<file path="config.mk">
export PLATFORM = sky130hd
export DESIGN_NAME = seg7_scan_multi
export DESIGN_NICKNAME = d
export VERILOG_FILES = /design/src/rtl/seg7_pkg.sv /design/src/rtl/seg7_hex_decode.sv /design/src/rtl/seg7_scan_multi.sv
export SDC_FILE = /design/constraint.sdc
export NUM_CORES = 1
export LEC_CHECK = 0
export BUFFER_PORTS_ARGS = -buffer_cell sky130_fd_sc_hd__buf_2
export CAP_MARGIN = 10
export CORE_ASPECT_RATIO = 0.5
export CORE_MARGIN = 2
export CORE_UTILIZATION = 65
export CTS_BUF_LIST = sky130_fd_sc_hd__clkbuf_4
export CTS_CLUSTER_SIZE = 8
export DETAILED_ROUTE_END_ITERATION = 16
export GPL_ROUTABILITY_DRIVEN = 0
export GPL_TIMING_DRIVEN = 1
export PLACE_DENSITY = 0.93
export SYNTH_ARGS = -nofsm -noshare
export SYNTH_HDL_FRONTEND = slang
export SYNTH_HIERARCHICAL = 1
export SYNTH_SLANG_ARGS = --single-unit
</file>
<file path="constraint.sdc">
create_clock -name clk -period 10.74 [get_ports clk]
set_input_delay 0.537 -clock clk [delete_from_list [all_inputs] [get_ports clk]]
set_output_delay 0.537 -clock clk [all_outputs]
set_load 0.02 [all_outputs]
</file>
<file path="src/rtl/seg7_pkg.sv">
// Shared constants for the 7-segment scan controller: segment bit positions,
// the hex-to-segment table and the all-dark LED pattern.
package seg7_pkg;

  // Bit positions inside the {dp,g,f,e,d,c,b,a} segment byte.
  localparam int unsigned SEG_A  = 0;
  localparam int unsigned SEG_B  = 1;
  localparam int unsigned SEG_C  = 2;
  localparam int unsigned SEG_D  = 3;
  localparam int unsigned SEG_E  = 4;
  localparam int unsigned SEG_F  = 5;
  localparam int unsigned SEG_G  = 6;
  localparam int unsigned SEG_DP = 7;

  // Active-low pins: all ones means every segment/digit is off.
  localparam logic [7:0] LED_OFF = 8'hFF;

  // Active-high gfedcba pattern per hex value.
  localparam logic [6:0] HEX_SEG [16] = '{
    7'h3F, 7'h06, 7'h5B, 7'h4F, 7'h66, 7'h6D, 7'h7D, 7'h07,
    7'h7F, 7'h67, 7'h77, 7'h7C, 7'h58, 7'h5E, 7'h79, 7'h71
  };

endpackage

</file>
<file path="src/rtl/seg7_hex_decode.sv">
// Combinational hex digit to active-high gfedcba segment pattern.
module seg7_hex_decode
  import seg7_pkg::*;
(
  input  logic [3:0] hex,
  output logic [6:0] seg
);

  // Straight table lookup.
  always_comb begin
    seg = HEX_SEG[hex];
  end

endmodule

</file>
<file path="src/rtl/seg7_scan_multi.sv">
// Time-multiplexed N-digit common-anode 7-segment scanner with PWM brightness,
// per-digit dp/blank/blink and a double-buffered valid/ready update port.
module seg7_scan_multi
  import seg7_pkg::*;
#(
  parameter int unsigned N_DIGITS     = 8,
  parameter int unsigned SCAN_LOG2    = 16,
  parameter int unsigned BRIGHT_W     = 4,
  parameter int unsigned BLINK_FRAMES = 64
) (
  input  logic                  clk,
  input  logic                  rst,
  input  logic                  upd_valid,
  output logic                  upd_ready,
  input  logic [4*N_DIGITS-1:0] hex_in,
  input  logic [N_DIGITS-1:0]   dp_in,
  input  logic [N_DIGITS-1:0]   blank_in,
  input  logic [N_DIGITS-1:0]   blink_in,
  input  logic [BRIGHT_W-1:0]   bright,
  output logic [N_DIGITS-1:0]   led_en,
  output logic [7:0]            led_seg,
  output logic                  frame_start
);

  localparam int unsigned IDX_W = (N_DIGITS > 1) ? $clog2(N_DIGITS) : 1;
  localparam int unsigned BC_W  = (BLINK_FRAMES > 1) ? $clog2(BLINK_FRAMES) : 1;
  localparam logic [IDX_W-1:0] IDX_LAST = IDX_W'(N_DIGITS - 1);
  localparam logic [BC_W-1:0]  BC_LAST  = BC_W'(BLINK_FRAMES - 1);

  logic [SCAN_LOG2-1:0]  tick_q;
  logic [IDX_W-1:0]      idx_q;
  logic                  frame_start_q;
  logic [BC_W-1:0]       blink_cnt_q;
  logic                  blink_phase_q;
  logic                  pending_q;
  logic [4*N_DIGITS-1:0] sh_hex_q, act_hex_q;
  logic [N_DIGITS-1:0]   sh_dp_q, sh_blank_q, sh_blink_q;
  logic [N_DIGITS-1:0]   act_dp_q, act_blank_q, act_blink_q;
  logic [N_DIGITS-1:0]   led_en_q;
  logic [7:0]            led_seg_q;

  logic                  slot_end, frame_wrap, accept;
  logic [3:0]            hex_sel;
  logic [6:0]            dec_seg;
  logic [7:0]            seg_on;
  logic [BRIGHT_W-1:0]   pwm_phase;
  logic                  lit, show;
  logic [N_DIGITS-1:0]   en_onehot;

  // Scan position, frame boundary and handshake qualifiers.
  always_comb begin
    slot_end   = &tick_q;
    frame_wrap = slot_end && (idx_q == IDX_LAST);
    accept     = upd_valid && !pending_q;
    hex_sel    = act_hex_q[{idx_q, 2'b00} +: 4];
  end

  seg7_hex_decode u_dec (
    .hex (hex_sel),
    .seg (dec_seg)
  );

  // PWM gating, per-digit visibility and the selected digit's pin patterns.
  always_comb begin
    pwm_phase = tick_q[SCAN_LOG2-1 -: BRIGHT_W];
    lit       = (&bright) || (pwm_phase < bright);
    show      = lit && !act_blank_q[idx_q] && !(act_blink_q[idx_q] && blink_phase_q);
    en_onehot = '0;
    en_onehot[idx_q] = 1'b1;
    seg_on = {1'b0, dec_seg};
    seg_on[SEG_DP] = act_dp_q[idx_q];
  end

  // Slot/digit counters, frame pulse and blink timebase.
  always_ff @(posedge clk or posedge rst) begin
    if (rst) begin
      tick_q        <= '0;
      idx_q         <= '0;
      frame_start_q <= 1'b0;
      blink_cnt_q   <= '0;
      blink_phase_q <= 1'b0;
    end else begin
      tick_q        <= tick_q + SCAN_LOG2'(1);
      frame_start_q <= frame_wrap;
      if (slot_end) begin
        idx_q <= (idx_q == IDX_LAST) ? '0 : idx_q + IDX_W'(1);
      end
      // Counting wraps keeps blink_phase aligned with the first slot of a frame.
      if (frame_wrap) begin
        if (blink_cnt_q == BC_LAST) begin
          blink_cnt_q   <= '0;
          blink_phase_q <= ~blink_phase_q;
        end else begin
          blink_cnt_q <= blink_cnt_q + BC_W'(1);
        end
      end
    end
  end

  // Shadow capture on handshake; shadow->active only at a frame wrap.
  always_ff @(posedge clk or posedge rst) begin
    if (rst) begin
      pending_q   <= 1'b0;
      sh_hex_q    <= '0;
      sh_dp_q     <= '0;
      sh_blank_q  <= '0;
      sh_blink_q  <= '0;
      act_hex_q   <= '0;
      act_dp_q    <= '0;
      act_blank_q <= '1;
      act_blink_q <= '0;
    end else begin
      // accept needs pending=0 and the copy needs pending=1, so they never collide.
      if (frame_wrap && pending_q) begin
        act_hex_q   <= sh_hex_q;
        act_dp_q    <= sh_dp_q;
        act_blank_q <= sh_blank_q;
        act_blink_q <= sh_blink_q;
        pending_q   <= 1'b0;
      end
      if (accept) begin
        sh_hex_q   <= hex_in;
        sh_dp_q    <= dp_in;
        sh_blank_q <= blank_in;
        sh_blink_q <= blink_in;
        pending_q  <= 1'b1;
      end
    end
  end

  // Registered active-low pin drivers.
  always_ff @(posedge clk or posedge rst) begin
    if (rst) begin
      led_en_q  <= '1;
      led_seg_q <= LED_OFF;
    end else begin
      led_en_q  <= show ? ~en_onehot : '1;
      led_seg_q <= show ? ~seg_on : LED_OFF;
    end
  end

  assign upd_ready   = !pending_q;
  assign led_en      = led_en_q;
  assign led_seg     = led_seg_q;
  assign frame_start = frame_start_q;

endmodule

</file>
== Word-level counts from Yosys, hierarchy flattened ==
Memory sizes are Yosys's and may differ from the RTL's.
Index checks and enable logic that the tools add are counted.
Word-level totals
  register bits: 156
  memory bits (read-only): 112
  bits of input ports: 63
  output and inout bits: 18
  logic and storage cells: 62
  memories: 1
Cells by class
  add/sub/neg operators: 3
  $lt $le $gt $ge: 4
  eq/ne operators: 2
  shift operators: 1
  mux-type cells: 16
  bitwise operators: 4
  reductions and logical operators: 15
Memories
  (name not given): depth 16, bits a word 7, read ports 1, clocked after Yosys merged registers in 0, write ports 0, line seg7_hex_decode.sv:11  | seg = HEX_SEG[hex];
Operators by type and width (count)
  indexed part select 32 x 6 -> 4 bit: 1
  adder 16 x 1 -> 16 bit (second input constant): 1
  two-way mux 8 bit: 2
  NOT 8 bit: 2
  AND reduction 16 bit: 1
  two-way mux 7 bit: 2
  binary-select mux 1 bit (select 3 bit): 3
  logical AND 1 bit: 7
  adder 6 x 1 -> 6 bit (second input constant): 1
  equality test 6 bit (second input constant): 1
  two-way mux 1 bit: 6
  two-way mux 6 bit: 1
  >= comparator 5 bit (second input constant): 1
  NOT 4 -> 5 bit: 1
  less-than comparator 3 x 4 -> 1 bit (second input constant): 1
  less-than comparator 4 bit: 1
  AND reduction 4 bit: 1
  adder 3 x 1 -> 3 bit (second input constant): 1
  demux 1 bit (select 3 bit): 1
  equality test 3 bit (second input constant): 1
  >= comparator 3 x 1 -> 1 bit (second input constant): 1
  zero test 1 bit: 3
  two-way mux 3 bit: 1
  AND reduction 2 bit: 1
  3 further kinds: 3

== Depth between registers and ports, before layout ==
Gate-level depths: netlist (run 1).
  word-level depth: 7
  depth in mapped cells: 12
  depth with buffers taken out: 10

== Cells and area by module ==
The synthesis (run 1) kept the hierarchy.
By module, submodules not included
  seg7_scan_multi: times used 1, cells each 438, area each 6505.0 µm², sequential area each 3933.8 µm²
  seg7_hex_decode: times used 1, cells each 38, area each 262.8 µm², sequential area each 0.0 µm²

== Worst setup path after synthesis (run 1) ==
OpenSTA, ideal clock, no wires.
  kind: reg2reg
  start point: register idx_q[1]
  end point: register led_seg_q[5] (netlist: led_seg[5])
  library setup time: 91 ps
  arrival time: 2279 ps
  data required time: 10649 ps
  slack: 8371 ps
  cell stages (with the launch flop): 10
  buffers on the path: 2
  clock period less this slack: 2369 ps
  cell sequence: dfrtp_1 -> buf_2 -> buf_1 -> mux2i_1 -> o21ai_0 -> a221o_1 -> ha_1 -> mux2_4 -> a21oi_1 -> nand3_1
On the way
  word-level cells in the longest chain between the ends: 7
  elaborated cells on any way between the ends: 16
  classes of those cells: 1 x shift; 7 x mux; 2 x bitwise; 5 x reduce/logical; 1 x memory
RTL lines
  start, declared: line seg7_scan_multi.sv:31  | logic [IDX_W-1:0] idx_q;
  start signal, assigned: line seg7_scan_multi.sv:86  | idx_q <= (idx_q == IDX_LAST) ? '0 : idx_q + IDX_W'(1);
  indexed part select 32 x 6 -> 4 bit: line seg7_scan_multi.sv:55  | hex_sel = act_hex_q[{idx_q, 2'b00} +: 4];
  via hex_sel[1]: line seg7_scan_multi.sv:43  | logic [3:0] hex_sel;
  NOT 4 -> 5 bit (not written as such): line seg7_hex_decode.sv:11
  memory read (16 x 7 bit)
  two-way mux 7 bit (not written as such) (2 in series): line seg7_hex_decode.sv:11
  via dec_seg[5]: line seg7_scan_multi.sv:44  | logic [6:0] dec_seg;
  NOT 8 bit: line seg7_scan_multi.sv:138  | led_seg_q <= show ? ~seg_on : LED_OFF;
  two-way mux 8 bit: line seg7_scan_multi.sv:138
  end signal, assigned: line seg7_scan_multi.sv:138
  end, declared: line seg7_scan_multi.sv:40  | logic [7:0] led_seg_q;
The timed path passes the listed nets, and every way through them passes these cells. The select of a mux whose other input is x is not followed.
A chain may end at the register's enable or synchronous reset.

== Worst setup path after layout (run 1) ==
  start point: register idx_q[1]
  end point: register led_seg_q[3] (netlist: led_seg[3])
Same word-level chain as after synthesis.

==> flow_summary_export.csv, run 1 <==
group,metric,value,unit
sta,finalHoldViolCount,0,
critical_path,critPathMaxStageDelay,960,ps
logic_synthesis,synth.top_cell.area_share,48.8,%
logic_synthesis,synth_seq_cells,156,
floorplan,row_count,26,
cts,clockBufferDepth,2,
final_layout,drive_above_1_share,40.2,%
logic_synthesis,yosys.cell_count.top_type,"dfrtp_1",
detailed_routing,num_vias,4130,
pwr,p_per_area,132,nW/um2
critical_path,cp_max_fo,21,
placed_design,post-place-ws,7860,ps
cts,post_cts_buffers,0,
pwr,power.leakage,0.00374,uW
pwr,comb_power_share,3.8,%
pwr,p_sw,226,uW
logic_synthesis,yosysTopAreaCell,"dfrtp_1",
placed_design,dp_hpwl,8410,um
logic_synthesis,ys_warn_count,6,
sta,finalCriticalPeriod,2940,ps
sta,setup_violations,0,
cts,clk_latency,580,ps
detailed_routing,dr.pass1.iters,5,
pwr,power.internal,768,uW
cts,clk_pin_slew,120,ps
final_layout,nNetsFinal,631,
cts,cts_root_buffer,"clkbuf_4",
cts,cts_hold_buf,0,
logic_synthesis,netlist_area,6770,um2
hold_path,min_path_type,"input port to async pin",
critical_path,rrSetupSlack,7800,ps
sta,max_slew_margin,20.3,%
detailed_routing,drt_iter0_drc,256,
logic_synthesis,yosysUniqueCellTypes,49,
critical_path,critPathLaunchType,"flip-flop",
logic_synthesis,synthFlopType,"dfrtp_1",
sta,finalCritPeriodShare,27.4,%
floorplan,start_util,66.5,%
detailed_routing,drc,0,
global_route,grt_pass1_vias,4215,
logic_synthesis,synth_cells,476,
logic_synthesis,syn_avg_cell_area,14.2,um2
critical_path,arrival,3390,ps
floorplan,fp.dieArea,11300,um2
critical_path,worstPathCellList,"mux2_2, a22oi_1, nor2_1, a221o_1, ha_1, nor2b_1, nor2_1, a22oi_1, nand3_1",
logic_synthesis,synth-seq-area-share,58.1,%
final_layout,syn_to_final_growth,11.1,%
floorplan,die-height,76.2,um
sta,tns,0,ps
sta,finalClockSkew,28.3,ps
global_route,grt_pass1_wl,21600,um
detailed_routing,drt-total-wl,13000,um
cts,cts_resized,0,
critical_path,critPathCaptureType,"flip-flop",
global_route,antenna_found_initial,1,
placed_design,io_buffers,80,
run_status,status,"completed",
detailed_routing,ant_nets,0,
logic_synthesis,synth_commonest_cells,"132 x dfrtp_1, 77 x mux2_2, 45 x mux2_1, 24 x dfstp_2, 20 x nand3_1",
logic_synthesis,synthTopCellsByArea,"dfrtp_1 49%, mux2_2 13%, dfstp_2 9.3%, mux2_1 7.5%, mux4_2 2.7%",
logic_synthesis,syn_nets,553,
sta,fmax,340,MHz
critical_path,path_class,"flip-flop to flip-flop",
critical_path,worstPathRequired,11190,ps
sta,rsz0062_at_grt,"false",
run,drv_cap,0,
global_route,track_usage,25.1,%
sta,tightest_slew,1190,ps
cts,cts.sinks,156,
floorplan,die_w,148,um
floorplan,io_pins,81,
pwr,seqPwrFrac,60.9,%
final_layout,fillers,636,
cts,cts_buffers,17,
pwr,swShare,22.7,%
pwr,ir_drop,93.5,uV
logic_synthesis,synth_edf_count,0,
global_route,grt-ovfl-total,0,
global_route,grt_max_degree,96,
critical_path,cp_slowest_cell,"dfrtp_1",
detailed_routing,viasPerCell,5.83,
cts,cts_tree,"yes",
pwr,clockPowerShare,35.3,%
logic_synthesis,synthArstFlopShare,100,%
sta,slew_viol_final,0,
floorplan,core,10200,um2
cts,htreeDepth,4,
detailed_routing,wire_per_inst,18.4,um
sta,finalWorstSetupSlack,7800,ps
-- flip-flops by register name, summed over array words and instances (netlist names), 3 cells and up --
| name | flops |
|---|---|
| act_hex_q | 32 |
| sh_hex_q | 32 |
| sh_blank_q | 8 |
| led_en | 8 |
| act_dp_q | 8 |
| blink_cnt_q | 6 |
| idx_q | 3 |
| act_blink_q | 8 |
| sh_dp_q | 8 |
| tick_q | 16 |
| sh_blink_q | 8 |
| led_seg | 8 |
| act_blank_q | 8 |
-- cell families (layout without fill, tap and decap cells) --
logic type / Yosys count / after routing / synth area share (%)
and+or+nand+nor: 85 / 85 / 6.82
AOI/OAI and AO/OA: 29 / 29 / 3.11
adders and majority gates: 14 / 14 / 2.59
muxes: 140 / 140 / 24.5
other: 0 / 1 / 0
xor gates and xnor gates: 17 / 17 / 2.20
buffers and inverters: 35 / 126 / 2.64
DFF: 156 / 156 / 58.1
-- power by group through the flow --
stage | combinational, uW | sequential [uW] | clock (uW)
after floorplan | 19.8 | 615 | 0
after global placement | 36.6 | 616 | 0
after detailed placement | 38.0 | 617 | 0
after CTS | 38.6 | 606 | 352
after global routing | 42.8 | 607 | 380
final | 37.6 | 606 | 351
-- final timing paths --
kind	startpoint	to	depth (start not counted)
setup / recovery	idx_q[1]	led_seg[3]	9
hold / removal	rst	tick_q[9]	2
setup reg to reg	idx_q[1]	led_seg[3]	9
hold reg to reg	blink_cnt_q[5]	blink_cnt_q[5]	1
max in group asynchronous	rst	act_blink_q[3]	3
min in group clk	hex_in[20]	sh_hex_q[20]	2
-- layout make-up --
type | count | area [um2] | area share, %
Antenna cell | 1 | 2.50 | 0.0333
Clock buffer | 23 | 173 | 2.30
Clock inverter | 9 | 97.6 | 1.30
Inverter | 11 | 46.3 | 0.616
Multi-Input combinational cell | 285 | 2670 | 35.5
Sequential cell | 156 | 3930 | 52.3
Tap cell | 140 | 175 | 2.33
Timing Repair Buffer | 83 | 423 | 5.62
-- per-stage QoR --
step	hold WS (ps)	total power (uW)	utilization [%]	area, um2	cells
floorplan	436	635	-	6770	476
global placement	458	652	71.2	7250	675
detailed placement	468	655	71.2	7250	675
CTS	158	996	73.8	7520	707
global route	168	1030	73.9	7520	708
finish	127	994	73.9	7520	708
-- cell usage in the layout (no fill, tap or decap), drive strengths merged, types with 5 or more instances in the layout --
cell    count
xnor2      14
mux4        8
a21oi       6
dfstp      24
nor3        6
nand4       8
ha         14
dfrtp     132
nor2       15
mux2i       9
nand2      13
inv        12
mux2      123
clkinv      5
nand3      20
clkbuf     23
buf        83
and3        5
-- worst max-delay path: cells and delay by family, from the launching register on --
| kind | cells | cell delay [ps] |
|---|---|---|
| AO/OA/AOI/OAI | 3 | 750 |
| AND/OR/NAND/NOR | 4 | 390 |
| adder cells (fa/ha/maj) | 1 | 300 |
| multiplexers | 1 | 420 |
| flip-flops | 1 | 960 |
-- per-layer routing --
layer | vias to the layer above | wire length, um | part of all wire [%] | track usage (%)
met2 | 128 | 6180 | 47 | 38.8
met5 | - | 0 | 0 | 0
met1 | 2092 | 5760 | 44 | 34.3
met4 | 0 | 275 | 2.1 | 10.9
met3 | 30 | 802 | 6.2 | 6.17
li1 | 1880 | - | - | -
No activity file was read; power rests on OpenSTA's default activity.
==> run 2: changes to the inputs <==
--- a/config.mk
+++ b/config.mk
@@ -5,17 +5,18 @@
 export SDC_FILE = /design/constraint.sdc
 export NUM_CORES = 1
 export LEC_CHECK = 0
+export ABC_AREA = 1
 export BUFFER_PORTS_ARGS = -buffer_cell sky130_fd_sc_hd__buf_2
 export CAP_MARGIN = 10
 export CORE_ASPECT_RATIO = 0.5
 export CORE_MARGIN = 2
-export CORE_UTILIZATION = 65
+export CORE_UTILIZATION = 55
 export CTS_BUF_LIST = sky130_fd_sc_hd__clkbuf_4
 export CTS_CLUSTER_SIZE = 8
 export DETAILED_ROUTE_END_ITERATION = 16
 export GPL_ROUTABILITY_DRIVEN = 0
 export GPL_TIMING_DRIVEN = 1
-export PLACE_DENSITY = 0.93
+export PLACE_DENSITY = 0.84
 export SYNTH_ARGS = -nofsm -noshare
 export SYNTH_HDL_FRONTEND = slang
 export SYNTH_HIERARCHICAL = 1
==> constraint.sdc (replaced) <==
create_clock -name clk -period 2.65 [get_ports clk]
set_input_delay 0.1325 -clock clk [delete_from_list [all_inputs] [get_ports clk]]
set_output_delay 0.1325 -clock clk [all_outputs]
set_load 0.02 [all_outputs]
==> run 2 against run 1 <==
Net effect:
- register-to-register slack worse by 7600 ps
- critical endpoint unchanged
- largest power group unchanged
- combinational power grew to 6.9 times the previous value
- critical path depth up 5
- setup slack got worse by 7600 ps
- non-clock buffer count is 66 higher
- routed wire length rose by 21%
- via count is 36% higher
==> flow_summary_export.csv, run 2 <==
group,metric,value,unit
run_status,status,"completed",
floorplan,io_pins,81,
pwr,p_per_area,506,nW/um2
logic_synthesis,syn_avg_cell_area,9.68,um2
sta,max_slew_margin,53.3,%
run,drv_cap,0,
hold_path,min_path_type,"input port to async pin",
global_route,track_usage,24.1,%
logic_synthesis,synth_commonest_cells,"238 x nand2_1, 132 x dfrtp_1, 63 x nand4_1, 46 x mux2_1, 35 x inv_1",
sta,slew_viol_final,0,
detailed_routing,drt-total-wl,15800,um
sta,finalCriticalPeriod,2450,ps
critical_path,worstPathRequired,3070,ps
critical_path,critPathMostFrequentCell,"nand2_1",
pwr,ir_drop,339,uV
logic_synthesis,ys_warn_count,6,
logic_synthesis,syn_nets,813,
critical_path,rrSetupSlack,200,ps
pwr,power.internal,3300,uW
sta,fmax,407,MHz
floorplan,row_count,29,
detailed_routing,viasPerCell,5.37,
pwr,clockPowerShare,35.1,%
final_layout,diodes,0,
critical_path,timing.rr.start,"idx_q[0]",
sta,holdWs,281,ps
floorplan,core,12700,um2
logic_synthesis,synth-seq-area-share,55.2,%
critical_path,critPathLaunchType,"flip-flop",
cts,clk_latency,530,ps
critical_path,cp_slowest_cell,"dfrtp_1",
logic_synthesis,synthFlopType,"dfrtp_1",
logic_synthesis,synthTopCellsByArea,"dfrtp_1 46%, nand2_1 13%, dfstp_2 8.8%, mux2_1 7.3%, nand4_1 5.5%",
global_route,grt_pass1_wl,26400,um
pwr,power.leakage,0.00433,uW
final_layout,reg_top3,"act_hex_q (32), sh_hex_q (32), tick_q (16)",
critical_path,r2r-end,"led_seg[3]",
logic_synthesis,synth_cells,736,
floorplan,start_util,56.3,%
critical_path,critPathCaptureType,"flip-flop",
critical_path,arrival,2870,ps
global_route,grt_pass1_vias,5522,
critical_path,cp_max_fo,15,
global_route,grt_max_degree,85,
critical_path,critPathMaxStageDelay,560,ps
final_layout,fillers,920,
logic_synthesis,synth_seq_cells,156,
logic_synthesis,synth.top_cell.area_share,46.4,%
sta,finalHoldViolCount,0,
global_route,grt-ovfl-total,0,
logic_synthesis,synth_edf_count,0,
logic_synthesis,synthArstFlopShare,100,%
cts,cts.sinks,156,
pwr,p_sw,1020,uW
sta,setup_violations,0,
critical_path,path_class,"flip-flop to flip-flop",
pwr,seqPwrFrac,58.9,%
floorplan,die_w,165,um
critical_path,worstPathCellList,"inv_4, nand2_1, inv_2, nand2_1, o21ai_0, nor2_1, nand4_1, clkinv_1, ha_1, nand2_2, o21ai_1, nand2_1, nand2_1, nand3_1",
sta,tns,0,ps
cts,clockBufferDepth,2,
floorplan,fp.dieArea,13900,um2
detailed_routing,wire_per_inst,15.1,um
detailed_routing,drc,0,
cts,cts_tree,"yes",
pwr,comb_power_share,6.0,%
critical_path,critical_path.top_delay_family,"simple AND/OR/NAND/NOR gates",
detailed_routing,drt_iter0_drc,469,
cts,htreeDepth,4,
critical_path,cp.buffers_inverters,3,
floorplan,die-height,84.5,um
pwr,total_power,4320,uW
logic_synthesis,yosys.cell_count.top_type,"nand2_1",
sta,rsz0062_at_grt,"false",
critical_path,reg2regPathDepth,14,
logic_synthesis,netlist_area,7130,um2
logic_synthesis,yosysUniqueCellTypes,37,
final_layout,nNetsFinal,940,
logic_synthesis,yosysTopAreaCell,"dfrtp_1",
pwr,swShare,23.5,%
global_route,antenna_found_initial,0,
sta,tightest_slew,700,ps
critical_path,path_depth,14,
placed_design,io_buffers,80,
final_layout,syn_to_final_growth,19.9,%
cts,clk_pin_slew,130,ps
final_layout,mostFrequentLayoutCells,"237 x nand2_1, 131 x dfrtp_1, 80 x buf_2",
detailed_routing,num_vias,5612,
detailed_routing,dr.pass1.iters,5,
sta,finalCritPeriodShare,92.6,%
final_layout,drive_above_1_share,21.2,%
cts,cts_root_buffer,"clkbuf_4",
cts,cts_buffers,17,
final_layout,final_common_cell,"nand2_1",
sta,finalClockSkew,18.2,ps
placed_design,dp_hpwl,10600,um
detailed_routing,ant_nets,0,
run 2: per-stage QoR:
step                      setup slack, ps  util [%]  std cells  instance area, um2
after floorplan                       564         -        736                7130
after global placement                429      60.4        956                7650
after detailed placement              217      60.4        956                7650
after CTS                             192      67.4       1046                8540
after global routing                 6.93      67.5       1046                8540
final                                 196      67.5       1046                8540
run 2: cell type report:
class	instances	area, um2	share of cell area [%]
Timing Repair Buffer	149	1100	12.9
Tap cell	170	213	2.49
Sequential cell	156	3940	46.1
Clock inverter	14	168	1.96
Clock buffer	18	135	1.58
Multi-Input combinational cell	490	2800	32.7
Inverter	49	195	2.29
run 2: tightest hold or removal path: stages:
cell,delay [ps]
dlygate4sd3_1,530
buf_2,130
clkinvlp_4,110
buf_12,320
run 2: power by group through the flow:
stage | Combinational (uW) | Sequential [uW] | Clock, uW
floorplan | 111 | 2570 | 0
global placement | 185 | 2580 | 0
detailed placement | 196 | 2590 | 0
CTS | 262 | 2540 | 1540
global route | 290 | 2560 | 1650
finish | 260 | 2550 | 1510
run 2: worst max path at each step:
stage                     startpoint  slack, ps             end
after floorplan                  rst        560  act_blink_q[0]
after global placement      idx_q[0]        430      led_seg[3]
after detailed placement    idx_q[1]        220      led_seg[3]
after CTS                   idx_q[1]        190      led_seg[3]
after global routing        idx_q[1]          7      led_seg[3]
final                       idx_q[0]        200      led_seg[3]
run 2: timing repair:
action / CTS / global route
resized for setup: 0 / 2
hold buffers: 58 / 0
setup buffers: 0 / 0
hold endpoints to repair: 189 / 0
setup endpoints to repair: 0 / 2
run 2: per-layer routing:
metal | global-route usage [%] | part of all wire, % | wire length [um] | vias up
li1 | - | - | - | 2679
met1 | 34.9 | 47 | 7400 | 2674
met2 | 37.3 | 45 | 7110 | 229
met3 | 4.79 | 6.3 | 995 | 30
met4 | 7.04 | 1.6 | 259 | 0
met5 | 0 | 0 | 0 | -
run 2: cell families after synthesis:
kind of cell	Yosys count	share of synthesized area, %
xor gates and xnor gates	15	1.84
muxes	56	8.85
DFF	156	55.2
adders and majority gates	14	2.46
and+or+nand+nor	378	23.7
AOI/OAI and AO/OA	27	2.23
buffers and inverters	90	5.71
==> run 3: changes to the inputs <==
==> constraint.sdc (replaced) <==
create_clock -name clk -period 2.65 [get_ports clk]
set_input_delay 0.53 -clock clk [delete_from_list [all_inputs] [get_ports clk]]
set_output_delay 0.53 -clock clk [all_outputs]
set_load 0.02 [all_outputs]
==> run 3 against run 2 <==
Net effect:
- clock-buffer cell count decreased by 1
- clock power about the same
- sequential share of layout area is 3.2 points higher
- routed wire length decreased by 3.9%
- largest power group unchanged
- final area decreased by 6.5%
- largest cell class unchanged
- setup slack worse by 31 ps
- register-to-register slack lost 30 ps
- sequential power hardly changed
- clock skew barely moved
- worst hold slack lost 98 ps
==> flow_summary_export.csv, run 3 (synthesis results as in run 2) <==
group,metric,value,unit
final_layout,drive_above_1_share,22.9,%
critical_path,arrival,2970,ps
sta,finalCritPeriodShare,93.8,%
cts,cts_tree,"yes",
sta,rsz0062_at_grt,"false",
floorplan,fp.dieArea,13900,um2
hold_path,holdPathStages,2,
global_route,grt_max_degree,71,
sta,max_slew_margin,59.6,%
cts,clockBufferDepth,2,
pwr,swShare,25.3,%
final_layout,final_common_cell,"nand2_1",
critical_path,reg2regPathDepth,15,
run,drv_cap,0,
critical_path,timing.rr.start,"idx_q[1]",
sta,fmax,402,MHz
final_layout,regArea,3930,um2
final_layout,reg_top3,"act_hex_q (32), sh_hex_q (32), tick_q (16)",
final_layout,diodes,0,
global_route,grt_pass1_wl,25600,um
final_layout,fillers,963,
sta,tightest_slew,601,ps
floorplan,die_w,165,um
sta,finalClockSkew,17.9,ps
global_route,antenna_found_initial,0,
cts,clk_latency,550,ps
hold_path,min_path_type,"input port to flip-flop",
global_route,track_usage,23.5,%
detailed_routing,num_vias,5494,
critical_path,critPathCaptureType,"flip-flop",
pwr,power.leakage,0.00410,uW
detailed_routing,drc,0,
pwr,seqPwrFrac,59.8,%
cts,cts_root_buffer,"clkbuf_4",
cts,clk_pin_slew,140,ps
placed_design,post-place-ws,282,ps
sta,slew_viol_final,0,
final_layout,nNetsFinal,885,
critical_path,crit_end,"led_seg[3]",
detailed_routing,dr.pass1.iters,7,
placed_design,dp_hpwl,10700,um
placed_design,io_buffers,80,
pwr,power.internal,3180,uW
sta,finalWorstSetupSlack,165,ps
global_route,grt-ovfl-total,0,
critical_path,critPathLaunchType,"flip-flop",
floorplan,io_pins,81,
pwr,p_sw,1080,uW
floorplan,row_count,29,
detailed_routing,wire_per_inst,15.3,um
sta,finalCriticalPeriod,2490,ps
critical_path,rrSetupSlack,160,ps
sta,holdWs,182,ps
cts,cts_buffers,17,
floorplan,core,12700,um2
pwr,p_per_area,533,nW/um2
critical_path,cp_max_fo,11,
floorplan,die-height,84.5,um
final_layout,mostFrequentLayoutCells,"237 x nand2_1, 132 x dfrtp_1, 80 x buf_2",
final_layout,multiInputGateArea,2800,um2
sta,setup_violations,0,
detailed_routing,ant_nets,0,
detailed_routing,drt-total-wl,15200,um
pwr,ir_drop,271,uV
sta,finalHoldViolCount,0,
cts,cts.sinks,156,
critical_path,path_class,"flip-flop to flip-flop",
pwr,comb_power_share,4.5,%
critical_path,r2r-end,"led_seg[3]",
final_layout,syn_to_final_growth,12.1,%
critical_path,setup.worst_path.start,"idx_q[1]",
pwr,clockPowerShare,35.7,%
detailed_routing,viasPerCell,5.54,
cts,htreeDepth,4,
sta,tns,0,ps
run_status,status,"completed",
critical_path,worstPathRequired,3140,ps
detailed_routing,drt_iter0_drc,482,
global_route,grt_pass1_vias,5237,
floorplan,start_util,56.3,%
==> run 3: cell types whose count changed in the layout (fill, tap and decap cells not counted), moves of 2 or more <==
cell and delta:
dlygate4sd3_1 -57, buf_4 +2, inv_6 +4, inv_8 +2
clkinv_2 -3
==> run 3: layout make-up <==
class	instances	area share, %
clock buffer	17	1.60
timing repair buffer	94	6.83
sequential	156	49.3
multi-input combinational	490	35.0
inverter	49	2.41
tap	170	2.66
clock inverter	15	2.23
==> run 3: timing repair <==
item,CTS,global route
hold buffers,1,0
gates resized for setup,0,0
buffers inserted,0,0
endpoints found under the hold margin,11,0
==> run 3: layer usage <==
metal / global-route usage [%] / vias to the layer above / routed length (um)
met5: 0 / - / 0
met4: 7.83 / 0 / 206
met3: 4.55 / 23 / 1070
met2: 34.7 / 222 / 6750
met1: 35.1 / 2678 / 7130
li1: - / 2571 / -
==> run 3: power groups by stage <==
stage                     sequential, uW  combinational, uW  clock (uW)
after global routing                2560                220        1640
final                               2540                191        1520
after floorplan                     2570                111           0
after detailed placement            2590                195           0
after CTS                           2540                197        1550
after global placement              2580                184           0
==> run 3: worst max-delay path, stage by stage (launching register included) <==
cell and delay [ps]:
dfrtp_1 590, inv_2 140, nor2_1 210, nand2_1 110, inv_1 120, nand2_1 80
and2_0 140, nand3b_1 190, inv_1 140, ha_1 350, inv_1 70, nand2_1 50
nand2_1 50, nand2_1 50, nand2_1 70, nand3_1 70
==> run 3: worst min-delay path by stage <==
stage                startpoint       endpoint  slack (ps)
floorplan             tick_q[0]      tick_q[0]         420
global placement      tick_q[0]      tick_q[0]         440
detailed placement    tick_q[0]      tick_q[0]         450
CTS                 blank_in[6]  sh_blank_q[6]         160
global route        blank_in[5]  sh_blank_q[5]         150
finish              blank_in[6]  sh_blank_q[6]         180
==> run 3: stage by stage <==
stage / total power (uW) / cells / utilization [%] / cell area [um2]
floorplan: 2680 / 736 / - / 7130
global placement: 2770 / 958 / 60.6 / 7670
detailed placement: 2780 / 958 / 60.6 / 7670
CTS: 4290 / 991 / 63.1 / 7990
global route: 4420 / 991 / 63.1 / 7990
finish: 4260 / 991 / 63.1 / 7990
